`src/rtl/muldiv_unit.sv`:
```
// Iterative RV32M multiply/divide unit: shift-add multiply and restoring divide,
// one bit per cycle, with sign fix-up and destination tag passed through.
module muldiv_unit #(
   parameter int unsigned XLEN  = 32,
   parameter int unsigned TAG_W = 5
) (
   input  logic             clk,
   input  logic             rst,
   input  logic             start,
   input  logic             flush,
   input  logic [2:0]       funct3,
   input  logic [XLEN-1:0]  op_a,
   input  logic [XLEN-1:0]  op_b,
   input  logic [TAG_W-1:0] tag_in,
   output logic             busy,
   output logic             done,
   output logic [XLEN-1:0]  result,
   output logic [TAG_W-1:0] tag_out
);

   localparam int unsigned CntW = $clog2(XLEN);

   typedef enum logic [1:0] {StIdle, StCalc, StAdj, StDone} state_e;

   state_e            state_q, state_d;
   logic [CntW-1:0]   cnt_q, cnt_d;
   logic [2*XLEN-1:0] acc_q, acc_d;
   logic [XLEN-1:0]   addend_q, addend_d;
   logic [2:0]        op_q, op_d;
   logic [TAG_W-1:0]  tag_q, tag_d;
   logic              neg_q, neg_d;
   logic              rneg_q, rneg_d;
   logic [XLEN-1:0]   result_q, result_d;
   logic [TAG_W-1:0]  tag_out_q, tag_out_d;

   logic            a_signed, b_signed, sa, sb, is_div, div_zero, div_ovf, accept;
   logic [XLEN-1:0] mag_a, mag_b;

   always_comb begin
      a_signed = funct3 inside {3'b000, 3'b001, 3'b010, 3'b100, 3'b110};
      b_signed = funct3 inside {3'b000, 3'b001, 3'b100, 3'b110};
      sa       = a_signed & op_a[XLEN-1];
      sb       = b_signed & op_b[XLEN-1];
      mag_a    = sa ? -op_a : op_a;
      mag_b    = sb ? -op_b : op_b;
      is_div   = funct3[2];
      div_zero = is_div && (op_b == '0);
      div_ovf  = is_div && !funct3[0] && (op_a == {1'b1, {(XLEN-1){1'b0}}}) && (op_b == '1);
      accept   = start && !flush && (state_q == StIdle || state_q == StDone);
   end

   // Datapath step: multiply keeps {partial product, multiplier}, divide keeps
   // {partial remainder, dividend/quotient} in the same accumulator.
   logic [XLEN:0]   mul_sum, mul_hi, rem_shift, rem_diff;
   logic [2*XLEN-1:0] step_acc;

   always_comb begin
      mul_sum   = {1'b0, acc_q[2*XLEN-1:XLEN]} + {1'b0, addend_q};
      mul_hi    = acc_q[0] ? mul_sum : {1'b0, acc_q[2*XLEN-1:XLEN]};
      rem_shift = {acc_q[2*XLEN-1:XLEN], acc_q[XLEN-1]};
      rem_diff  = rem_shift - {1'b0, addend_q};
      if (!op_q[2]) begin
         step_acc = {mul_hi, acc_q[XLEN-1:1]};
      end else if (!rem_diff[XLEN]) begin
         step_acc = {rem_diff[XLEN-1:0], acc_q[XLEN-2:0], 1'b1};
      end else begin
         step_acc = {rem_shift[XLEN-1:0], acc_q[XLEN-2:0], 1'b0};
      end
   end

   logic [2*XLEN-1:0] prod_fix;
   logic [XLEN-1:0]   quo_fix, rem_fix, adj_res;

   always_comb begin
      prod_fix = neg_q ? -acc_q : acc_q;
      quo_fix  = neg_q ? -acc_q[XLEN-1:0] : acc_q[XLEN-1:0];
      rem_fix  = rneg_q ? -acc_q[2*XLEN-1:XLEN] : acc_q[2*XLEN-1:XLEN];
      case (op_q)
         3'b000:                 adj_res = prod_fix[XLEN-1:0];
         3'b001, 3'b010, 3'b011: adj_res = prod_fix[2*XLEN-1:XLEN];
         3'b100, 3'b101:         adj_res = quo_fix;
         default:                adj_res = rem_fix;
      endcase
   end

   always_comb begin
      state_d   = state_q;
      cnt_d     = cnt_q;
      acc_d     = acc_q;
      addend_d  = addend_q;
      op_d      = op_q;
      tag_d     = tag_q;
      neg_d     = neg_q;
      rneg_d    = rneg_q;
      result_d  = result_q;
      tag_out_d = tag_out_q;

      unique case (state_q)
         StIdle, StDone: begin
            state_d = StIdle;
            if (accept) begin
               op_d  = funct3;
               tag_d = tag_in;
               cnt_d = '0;
               if (div_zero || div_ovf) begin
                  // Final values are loaded directly; no sign fix-up applies.
                  state_d  = StAdj;
                  acc_d    = div_zero ? {op_a, {XLEN{1'b1}}} : {{XLEN{1'b0}}, op_a};
                  addend_d = op_b;
                  neg_d    = 1'b0;
                  rneg_d   = 1'b0;
               end else begin
                  state_d  = StCalc;
                  acc_d    = is_div ? {{XLEN{1'b0}}, mag_a} : {{XLEN{1'b0}}, mag_b};
                  addend_d = is_div ? mag_b : mag_a;
                  neg_d    = sa ^ sb;
                  rneg_d   = sa;
               end
            end
         end
         StCalc: begin
            if (flush) begin
               state_d = StIdle;
            end else begin
               acc_d = step_acc;
               cnt_d = cnt_q + 1'b1;
               if (cnt_q == CntW'(XLEN - 1)) begin
                  state_d = StAdj;
               end
            end
         end
         StAdj: begin
            if (flush) begin
               state_d = StIdle;
            end else begin
               state_d   = StDone;
               result_d  = adj_res;
               tag_out_d = tag_q;
            end
         end
         default: state_d = StIdle;
      endcase
   end

   always_ff @(posedge clk) begin
      if (rst) begin
         state_q   <= StIdle;
         cnt_q     <= '0;
         acc_q     <= '0;
         addend_q  <= '0;
         op_q      <= '0;
         tag_q     <= '0;
         neg_q     <= 1'b0;
         rneg_q    <= 1'b0;
         result_q  <= '0;
         tag_out_q <= '0;
      end else begin
         state_q   <= state_d;
         cnt_q     <= cnt_d;
         acc_q     <= acc_d;
         addend_q  <= addend_d;
         op_q      <= op_d;
         tag_q     <= tag_d;
         neg_q     <= neg_d;
         rneg_q    <= rneg_d;
         result_q  <= result_d;
         tag_out_q <= tag_out_d;
      end
   end

   assign busy    = (state_q == StCalc) || (state_q == StAdj);
   assign done    = (state_q == StDone);
   assign result  = result_q;
   assign tag_out = tag_out_q;

endmodule

```
`config.mk`:
```
export PLATFORM = sky130hd
export DESIGN_NAME = muldiv_unit
export DESIGN_NICKNAME = d
export VERILOG_FILES = /design/src/rtl/muldiv_unit.sv
export SDC_FILE = /design/constraint.sdc
export NUM_CORES = 1
export LEC_CHECK = 0
export CAP_MARGIN = 5
export CORE_ASPECT_RATIO = 1.75
export CORE_UTILIZATION = 55
export DETAILED_ROUTE_END_ITERATION = 10
export PLACE_DENSITY = 0.76
export REMOVE_ABC_BUFFERS = 1
export SLEW_MARGIN = 10
export SYNTH_ARGS = -nofsm -noshare
export SYNTH_HDL_FRONTEND = slang
export SYNTH_SLANG_ARGS = --single-unit
```
`constraint.sdc`:
```
create_clock -name clk -period 10.7 [get_ports clk]
set_input_delay 1.07 -clock clk [delete_from_list [all_inputs] [get_ports clk]]
set_output_delay 1.07 -clock clk [all_outputs]
set_load 0.1 [all_outputs]
```
Word-level counts from Yosys, hierarchy flattened
Index checks and enable logic that the tools add are counted.
{"block": "classes", "n_eq_ne": 18, "mul": 0, "muxes": 28, "n_addsub": 8, "reduce_logical": 24, "n_shift": 0, "bitwise_logic": 4, "n_div": 0, "order_cmp": 0}
{"cell": "64-bit two-way mux", "count": 7}
{"cell": "32-bit two-way mux", "count": 7}
{"cell": "32-bit negator", "count": 4}
{"cell": "64-bit one-hot mux with 2 select lines", "count": 1}
{"cell": "32-bit one-hot mux with 3 select lines", "count": 1}
{"cell": "32-bit == test, second input constant", "count": 2}
{"cell": "64-bit negator", "count": 1}
{"cell": "32-bit by 32-bit adder with 33-bit output", "count": 1}
{"cell": "33-bit two-way mux", "count": 1}
{"cell": "33-bit by 32-bit subtractor with 33-bit output", "count": 1}
{"cell": "32-bit zero test", "count": 1}
{"cell": "3-bit == test, second input constant", "count": 4}
{"cell": "2-bit two-way mux", "count": 5}
{"cell": "5-bit two-way mux", "count": 2}
{"cell": "5-bit one-hot mux with 2 select lines", "count": 1}
{"cell": "3-bit by 2-bit == test with 1-bit output, second input constant", "count": 3}
{"cell": "3-bit by 1-bit == test with 1-bit output, second input constant", "count": 2}
{"cell": "1-bit logical AND", "count": 6}
{"cell": "3-bit zero test", "count": 2}
{"cell": "2-bit one-hot mux with 3 select lines", "count": 1}
{"cell": "5-bit by 1-bit adder with 5-bit output, second input constant", "count": 1}
{"cell": "5-bit == test, second input constant", "count": 1}
{"cell": "5-bit nonzero test", "count": 1}
{"cell": "2-bit == test, second input constant", "count": 2}
{"cell": "16 further kinds", "count": 24}
{"block": "totals", "latch_bits": 0, "memories": 0, "output_inout_bits": 39, "ramBits": 0, "wordCells": 92, "inputBits": 76, "mem_bits_ro": 0, "register_bits": 150}

Longest topological paths before layout
Gate-level depths: netlist of run 1.
{"block": "logic_depth", "depth_word": 8, "depth_mapped": 15, "depth_no_buf": 13}

Worst setup path after synthesis of run 1
OpenSTA, ideal clock, no wires.
{"block": "synth_path", "path_type": "input port to flip-flop", "from": "input port op_a[20]", "to": "register acc_q[14]", "setup_time_ns": 0.117, "path_stages": 10, "t_required_ns": 10.583, "setup_slack_ns": 6.864, "arrival_ns": 3.719, "path_buffers": 1, "cell_sequence": "or4_4 > or3_4 > or3_4 > or3_4 > or3_1 > buf_6 > and2_4 > nand2_8 > o221ai_2 > a32o_1"}
{"block": "synth_via", "elab_chain_len": 7}
{"element": "from (decl)", "line_no": "12", "source": "input logic [XLEN-1:0] op_a,"}
{"element": "32-bit == test", "line_no": "48", "source": "div_ovf = is_div && !funct3[0] && (op_a == {1'b1, {(XLEN-1){1'b0}}}) && (op_b == '1);"}
{"element": "1-bit logical AND (2 in a row)", "line_no": "48"}
{"element": "1-bit logical OR", "line_no": "105", "source": "if (div_zero || div_ovf) begin"}
{"element": "64-bit two-way mux", "line_no": "105"}
{"element": "64-bit two-way mux", "line_no": "101", "source": "if (accept) begin"}
{"element": "64-bit one-hot mux with 2 select lines", "line_no": "98", "source": "unique case (state_q)"}
{"element": "to (signal assigned)", "line_no": "149", "source": "acc_q <= '0;"}
{"element": "to (signal assigned)", "line_no": "160", "source": "acc_q <= acc_d;"}
{"element": "to (decl)", "line_no": "27", "source": "logic [2*XLEN-1:0] acc_q, acc_d;"}
No other way between the ends. The select of a mux whose other input is x is not followed.
A chain may end at the register's enable or synchronous reset.

Worst setup path in the final report of run 1
{"block": "layout_path", "from": "register acc_q[31]", "to": "register acc_q[53]"}
{"block": "layout_via", "elab_chain_len": 5}
{"element": "33-bit by 32-bit subtractor with 33-bit output", "line_no": "61", "source": "rem_diff = rem_shift - {1'b0, addend_q};"}
{"element": "64-bit two-way mux", "line_no": "64", "source": "end else if (!rem_diff[XLEN]) begin"}
{"element": "64-bit two-way mux", "line_no": "62", "source": "if (!op_q[2]) begin"}
{"element": "64-bit two-way mux", "line_no": "122", "source": "if (flush) begin"}
{"element": "64-bit one-hot mux with 2 select lines", "line_no": "98"}
No other way between the ends. The select of a mux whose other input is x is not followed.

==> metrics.md, run 1 <==
| Metric | Value |
|---|---|
| Total GRT Usage | `around 41%` |
| Post-synthesis sequential area ratio | `~20%` |
| Setup TNS Final | `0 ns` |
| Mapped Cells | `just over 2,000` |
| TritonCTS clock tree | `done` |
| Most frequent cells in the layout | `nand2_1 (225), a21oi_1 (197), nor2_1 (177)` |
| Run status | `finished clean` |
| Vias in the first global route | `about 16,000` |
| Final period demand of the worst path | `~5 ns` |
| Max Cap Viol | `0` |
| Crit-path max FO | `36` |
| CTS Hold Bufs | `0` |
| Slew Viols, Final | `0` |
| Post-Layout Cell Count | `2,445` |
| DP HPWL | `~44,000 um` |
| Initial antenna violation count | `1` |
| Largest net degree at the start of global routing | `just under 80` |
| R2r worst-path depth | `14` |
| Crit-path leading delay family | `compound AO/OA/AOI/OAI gates` |
| DP Worst Slack | `5.73 ns` |
| Via count | `16,200` |
| Mapped Avg Cell Area | `about 7.3 um^2` |
| Share of post-route cells with drive strength above 1 | `about 6%` |
| Antenna Nets Post-Route | `0` |
| Routability Congestion | `roughly 1.1` |
| Area after DPL | `around 0.016 mm^2` |
| Area delta synth->final | `11.5%` |
| Initial DRC count | `about 1,500` |
| Post-CTS Setup Inserts | `0` |
| H-tree Lvls | `4` |
| DRC | `0` |
| DRT Wirelength | `about 57,000 um` |
| Die Width | `127 um` |
| Clock sinks | `150` |
| Top FF cell, synth | `dfxtp_1` |
| Max transition margin | `roughly 16%` |
| Starting Density | `between 50% and 60%` |
| Final net count | `approximately 2,200` |
| Core area | `approximately 0.027 mm^2` |
| Commonest non-fill, non-tap cell in the layout | `nand2_1` |
| PnR Total Power | `approximately 2.1 mW` |
| Die ar. | `~0.028 mm^2` |
| R2r setup slk | `roughly 5.7 ns` |
| Utilization of the core after routing | `between 60% and 70%` |
| Final instance area | `approximately 0.017 mm^2` |
| Routed len/inst | `between 20 and 25 um` |
| CP Launch Type | `flop` |
| EDFF count, synth | `0` |
| Min Hold Slack | `approximately 0.45 ns` |
| Maximum vdd drop | `between 0.1 and 0.15 mV` |
| Inserted Clock Buffers | `17` |
| Synth warn | `0` |
| Yosys reg bits | `150` |
| Antenna Cells | `0` |
| Clk_lat worst skew | `between 0.4 and 0.5 ns` |
| Vias per Instance | `~6.6` |
| Ports | `about 120` |
| Worst min-delay path class | `flop to flop` |
| Max Root-Sink Buffers | `2` |
| Worst path max stage delay | `0.58 ns` |
| Worst clock skew | `0.00998 ns` |
| Critical path class | `flop to flop` |
| Slowest cell on the critical path | `dfxtp_1` |
| Async SR Flop Fraction | `0%` |
| RSZ-0062 raised after global routing | `no` |
| Tcrit/Tclk final | `between 40% and 50%` |
| Setup ws final | `~5.7 ns` |
| Clock transition at path regs | `around 0.070 ns` |
| Hold Path End | `result[26]$_SDFFE_PP0P_` |
| WP data required | `about 11 ns` |
| Crit path DAT | `between 5 and 6 ns` |
| Worst setup EP type | `flop` |
| Worst Min Path Start | `result[26]$_SDFFE_PP0P_` |
| Crit path buf inv count | `2` |
| P_leak | `just over 6 nW` |
| Synth cell types | `a little over 80` |
| Synthesized area | `between 0.015 and 0.02 mm^2` |
| Hold Vio Cnt, Final | `0` |
| Crit path cell chain | `inv_1, ha_1, fa_1, nor2b_1, o31ai_1, a211oi_1, a21o_2, a2111oi_4, o41ai_4, xor2_4, buf_4, nand2_1, o221a_2, a2111oi_2` |
| Die H | `221 um` |
| Port Buffer Count | `between 100 and 150` |
| Setup Viol. Count Final | `0` |
| Worst R2R Start | `acc_q[31]$_SDFFE_PP0P_` |
| F_max | `around 200 MHz` |
| Worst-margin pin slew | `1.26 ns` |
| First-pass GRT wire length | `a little under 90,000 um` |
| Worst reg2reg endpoint | `acc_q[53]$_SDFFE_PP0P_` |
| DR pass1 iterations | `6` |
| Hold Crit Depth | `2` |
| Layout filler cell count | `between 2,000 and 3,000` |
| Clk root buf | `clkbuf_16` |
| Grt ovf | `0` |
| Cell area power density | `approximately 130 mW/mm^2` |
| Post_cts resized | `0` |
| Num rows | `slightly below 80` |
| Placed cell count | `roughly 2,400` |
-- area by class of cell --
cell class	instances	area [um^2]	area share, %
well taps	364	455	2.71
clock inverters	15	120	0.715
repair buffers	140	1330	7.91
flip-flops and latches	150	3010	17.9
clock buffers	17	425	2.53
inverters	60	225	1.34
multi-input cells	1699	11200	66.9
-- flip-flops by register name, indices dropped and copies added (netlist names) --
register and flops:
acc_q 64, addend_q 32, cnt_q 5, neg_q 1, op_q 3, result 32
rneg_q 1, state_q 2, tag_out 5, tag_q 5
-- Yosys cell counts (59+ instances only) --
master    number  area (um^2)
dfxtp_1      150         3000
xnor2_1      100          876
inv_1         59          221
nor2_1       178          668
nand2_1      225          845
a21oi_1      197          986
xor2_1        98          858
ha_1          74          926
mux2i_1       61          611
clkbuf_1     136          510
nor3_1        74          370
o21ai_0      128          641
-- power by group --
group | total [mW] | leakage (nW) | internal, mW | switching [mW]
clock network | 0.583 | 0.262 | 0.301 | 0.282
registers | 0.657 | 1.22 | 0.590 | 0.0667
logic | 0.872 | 4.74 | 0.331 | 0.542
-- kinds of logic after synthesis --
| family | Yosys count | synth area share, % |
|---|---|---|
| and+or+nand+nor | 680 | 21.7 |
| AOI/OAI and AO/OA | 654 | 28.5 |
| buffers and inverters | 222 | 5.70 |
| xor gates and xnor gates | 199 | 11.6 |
| DFF | 150 | 19.9 |
| muxes | 90 | 6.22 |
| adders and majority gates | 76 | 6.41 |
-- worst min-delay path, stage by stage, from the launching register on --
cell and delay, ns:
dfxtp_1 0.31, nand2_1 0.05, a21oi_1 0.05
-- how the worst max path moves through the flow --
| stage | from | end | depth (start not counted) |
|---|---|---|---|
| after global placement | op_b[2] | acc_q[17]$_SDFFE_PP0P_ | 12 |
| after floorplan | acc_q[31]$_SDFFE_PP0P_ | acc_q[53]$_SDFFE_PP0P_ | 13 |
| after detailed placement | op_b[2] | acc_q[33]$_SDFFE_PP0P_ | 8 |
| after global routing | acc_q[31]$_SDFFE_PP0P_ | acc_q[53]$_SDFFE_PP0P_ | 14 |
| after CTS | acc_q[31]$_SDFFE_PP0P_ | acc_q[53]$_SDFFE_PP0P_ | 14 |
| final | acc_q[31]$_SDFFE_PP0P_ | acc_q[53]$_SDFFE_PP0P_ | 14 |
-- layer usage --
| layer | part of all wire (%) | GRT usage [%] | wire, um |
|---|---|---|---|
| met5 | 0 | 0 | 0 |
| met4 | 6.5 | 28.5 | 3720 |
| met3 | 6.7 | 6.07 | 3810 |
| met2 | 51 | 72.4 | 29100 |
| met1 | 36 | 44.8 | 20700 |
(Power assumes the default switching activity.)
==> inputs of run 2 (changes only) <==
==> constraint.sdc (replaced) <==
create_clock -name clk -period 4.8 [get_ports clk]
set_input_delay 0.48 -clock clk [delete_from_list [all_inputs] [get_ports clk]]
set_output_delay 0.48 -clock clk [all_outputs]
set_load 0.1 [all_outputs]
==> run 2 against run 1 <==
Flip-flop and latch count unchanged. Critical path depth unchanged. Non-clock buffer count increased by 28. Register-to-register slack got worse by 5.2 ns. Total power increased by 130%. Cell count increased by 1.1%. Die area unchanged. Clock power increased to 2.6 times the previous value. Worst hold slack about the same. Combinational power increased by 130%. Highest routed layer unchanged.
==> metrics.md, run 2 (synthesized netlist as in run 1, its figures left out) <==
| Metric | Value |
|---|---|
| Core area | `0.0268 mm^2 (unchanged)` |
| Hold Vio Cnt, Final | `0 (unchanged)` |
| Routed len/inst | `24.2 um (was 23.4 um)` |
| Commonest non-fill, non-tap cell in the layout | `nand2_1 (unchanged)` |
| Die ar. | `0.0281 mm^2 (unchanged)` |
| Post_cts resized | `0 (unchanged)` |
| Worst-margin pin slew | `1.22 ns (was 1.26 ns)` |
| Setup Viol. Count Final | `0 (unchanged)` |
| Initial DRC count | `1,633 (was 1,478)` |
| Tcrit/Tclk final | `90.6% (was 47.2%)` |
| Slew Viols, Final | `0 (unchanged)` |
| RSZ-0062 raised after global routing | `no (unchanged)` |
| Final net count | `2,248 (was 2,220)` |
| Clock sinks | `150 (unchanged)` |
| Total GRT Usage | `42.7% (was 41.1%)` |
| Largest register FFs | `64 (unchanged)` |
| DP HPWL | `45,900 um (was 43,900 um)` |
| Worst clock skew | `0.0101 ns (was 0.00998 ns)` |
| Final period demand of the worst path | `4.35 ns (was 5.05 ns)` |
| Vias per Instance | `6.70 (was 6.62)` |
| Ports | `115 (unchanged)` |
| Clock transition at path regs | `0.07 ns (about the same)` |
| Routability Congestion | `1.05 (about the same)` |
| Vias in the first global route | `16,100 (was 15,900)` |
| Port Buffer Count | `114 (unchanged)` |
| Critical path class | `flop to flop (unchanged)` |
| First-pass GRT wire length | `91,300 um (was 88,800 um)` |
| Final instance area | `0.0171 mm^2 (was 0.0168 mm^2)` |
| Area delta synth->final | `13.5% (was 11.5%)` |
| Max transition margin | `18.4% (was 15.6%)` |
| Maximum vdd drop | `0.264 mV (was 0.138 mV)` |
| P_leak | `6.42 nW (was 6.23 nW)` |
| Largest net degree at the start of global routing | `68 (was 79)` |
| Most frequent cells in the layout | `nand2_1 (225), a21oi_1 (197), nor2_1 (176) (was nand2_1 (225), a21oi_1 (197), nor2_1 (177))` |
| Area after DPL | `0.0165 mm^2 (was 0.0163 mm^2)` |
| Die H | `221 um (unchanged)` |
| WP data required | `5.18 ns (was 11.07 ns)` |
| Initial antenna violation count | `1 (unchanged)` |
| Max Cap Viol | `0 (unchanged)` |
| Max Root-Sink Buffers | `2 (unchanged)` |
| Crit path DAT | `4.73 ns (was 5.42 ns)` |
| Via count | `16,600 (was 16,200)` |
| CP Launch Type | `flop (unchanged)` |
| Share of post-route cells with drive strength above 1 | `7.44% (was 6.15%)` |
| Clk root buf | `clkbuf_16 (unchanged)` |
| Worst setup EP type | `flop (unchanged)` |
| F_max | `230 MHz (was 198 MHz)` |
| Run status | `finished clean (unchanged)` |
| Cell area power density | `289 mW/mm^2 (was 126 mW/mm^2)` |
| H-tree Lvls | `4 (unchanged)` |
| Post-CTS Setup Inserts | `0 (unchanged)` |
| TritonCTS clock tree | `done (unchanged)` |
| Grt ovf | `0 (unchanged)` |
| Clk_lat worst skew | `0.47 ns (about the same)` |
| Biggest register | `acc_q (unchanged)` |
| Crit-path max FO | `16 (was 36)` |
| Num rows | `79 (unchanged)` |
| DRT Wirelength | `59,900 um (was 57,300 um)` |
| Inserted Clock Buffers | `17 (unchanged)` |
| DRC | `0 (unchanged)` |
| CTS Hold Bufs | `0 (unchanged)` |
| Worst min-delay path class | `flop to flop (unchanged)` |
| Setup TNS Final | `0 ns (unchanged)` |
| DR pass1 iterations | `5 (was 6)` |
| Antenna Cells | `0 (unchanged)` |
| Starting Density | `56.3% (unchanged)` |
| Antenna Nets Post-Route | `0 (unchanged)` |
| Die Width | `127 um (unchanged)` |
==> run 2: report_power, final <==
| group | internal, mW | switching [mW] | leakage [nW] | total, mW |
|---|---|---|---|---|
| registers | 1.31 | 0.124 | 1.22 | 1.44 |
| clock network | 0.843 | 0.666 | 0.313 | 1.51 |
| logic | 0.762 | 1.24 | 4.89 | 2.00 |
| total | 2.92 | 2.03 | 6.42 | 4.95 |
==> run 2: critical path, stage by stage (launching register included) <==
cell,delay (ns)
dfxtp_1,0.46
inv_1,0.15
ha_1,0.26
fa_1,0.43
nor2b_1,0.18
o31ai_1,0.12
a211oi_1,0.39
a21o_2,0.30
a2111oi_4,0.12
o41ai_4,0.53
xor2_4,0.30
buf_4,0.32
mux2i_1,0.11
a221o_1,0.37
a211oi_1,0.21
==> run 2: worst paths after layout <==
path                                  end  slack (ns)  depth (start not counted)                     from
setup / recovery   acc_q[35]$_SDFFE_PP0P_        0.45                         14   acc_q[31]$_SDFFE_PP0P_
hold / removal    tag_out[2]$_SDFFE_PP0P_        0.45                          2  tag_out[2]$_SDFFE_PP0P_
setup reg to reg   acc_q[35]$_SDFFE_PP0P_        0.45                         14   acc_q[31]$_SDFFE_PP0P_
hold reg to reg   tag_out[2]$_SDFFE_PP0P_        0.45                          2  tag_out[2]$_SDFFE_PP0P_
==> run 2: per-stage QoR <==
step | util, % | total power, mW | instances | hold slack (ns) | setup WS (ns)
6_report | 63.9 | 4.95 | 2473 | 0.454 | 0.450
3_3_place_gp | 61.6 | 3.38 | 2441 | 0.437 | 0.685
5_1_grt | 63.9 | 5.14 | 2473 | 0.473 | 0.256
2_1_floorplan | - | 2.73 | 1909 | 0.426 | 0.397
4_1_cts | 63.9 | 4.88 | 2473 | 0.457 | 0.522
3_5_place_dp | 61.6 | 3.39 | 2441 | 0.447 | 0.573
==> run 2: layout make-up <==
class / count / area [um^2]
Tap cell: 364 / 455
Inverter: 60 / 225
Multi-Input combinational cell: 1699 / 11300
Sequential cell: 150 / 3010
Timing Repair Buffer: 168 / 1550
Fill cell: 2440 / 9670
Clock buffer: 17 / 425
Clock inverter: 15 / 204
==> run 2: per-layer routing <==
| metal | share of wire [%] | global-route usage (%) | wire, um | vias to the layer above |
|---|---|---|---|---|
| met5 | 0 | 0 | 0 | - |
| met3 | 7.7 | 6.33 | 4600 | 292 |
| met4 | 8.0 | 33.1 | 4820 | 0 |
| met1 | 36 | 46.3 | 21300 | 7726 |
| met2 | 49 | 73.8 | 29200 | 924 |
| li1 | - | - | - | 7626 |
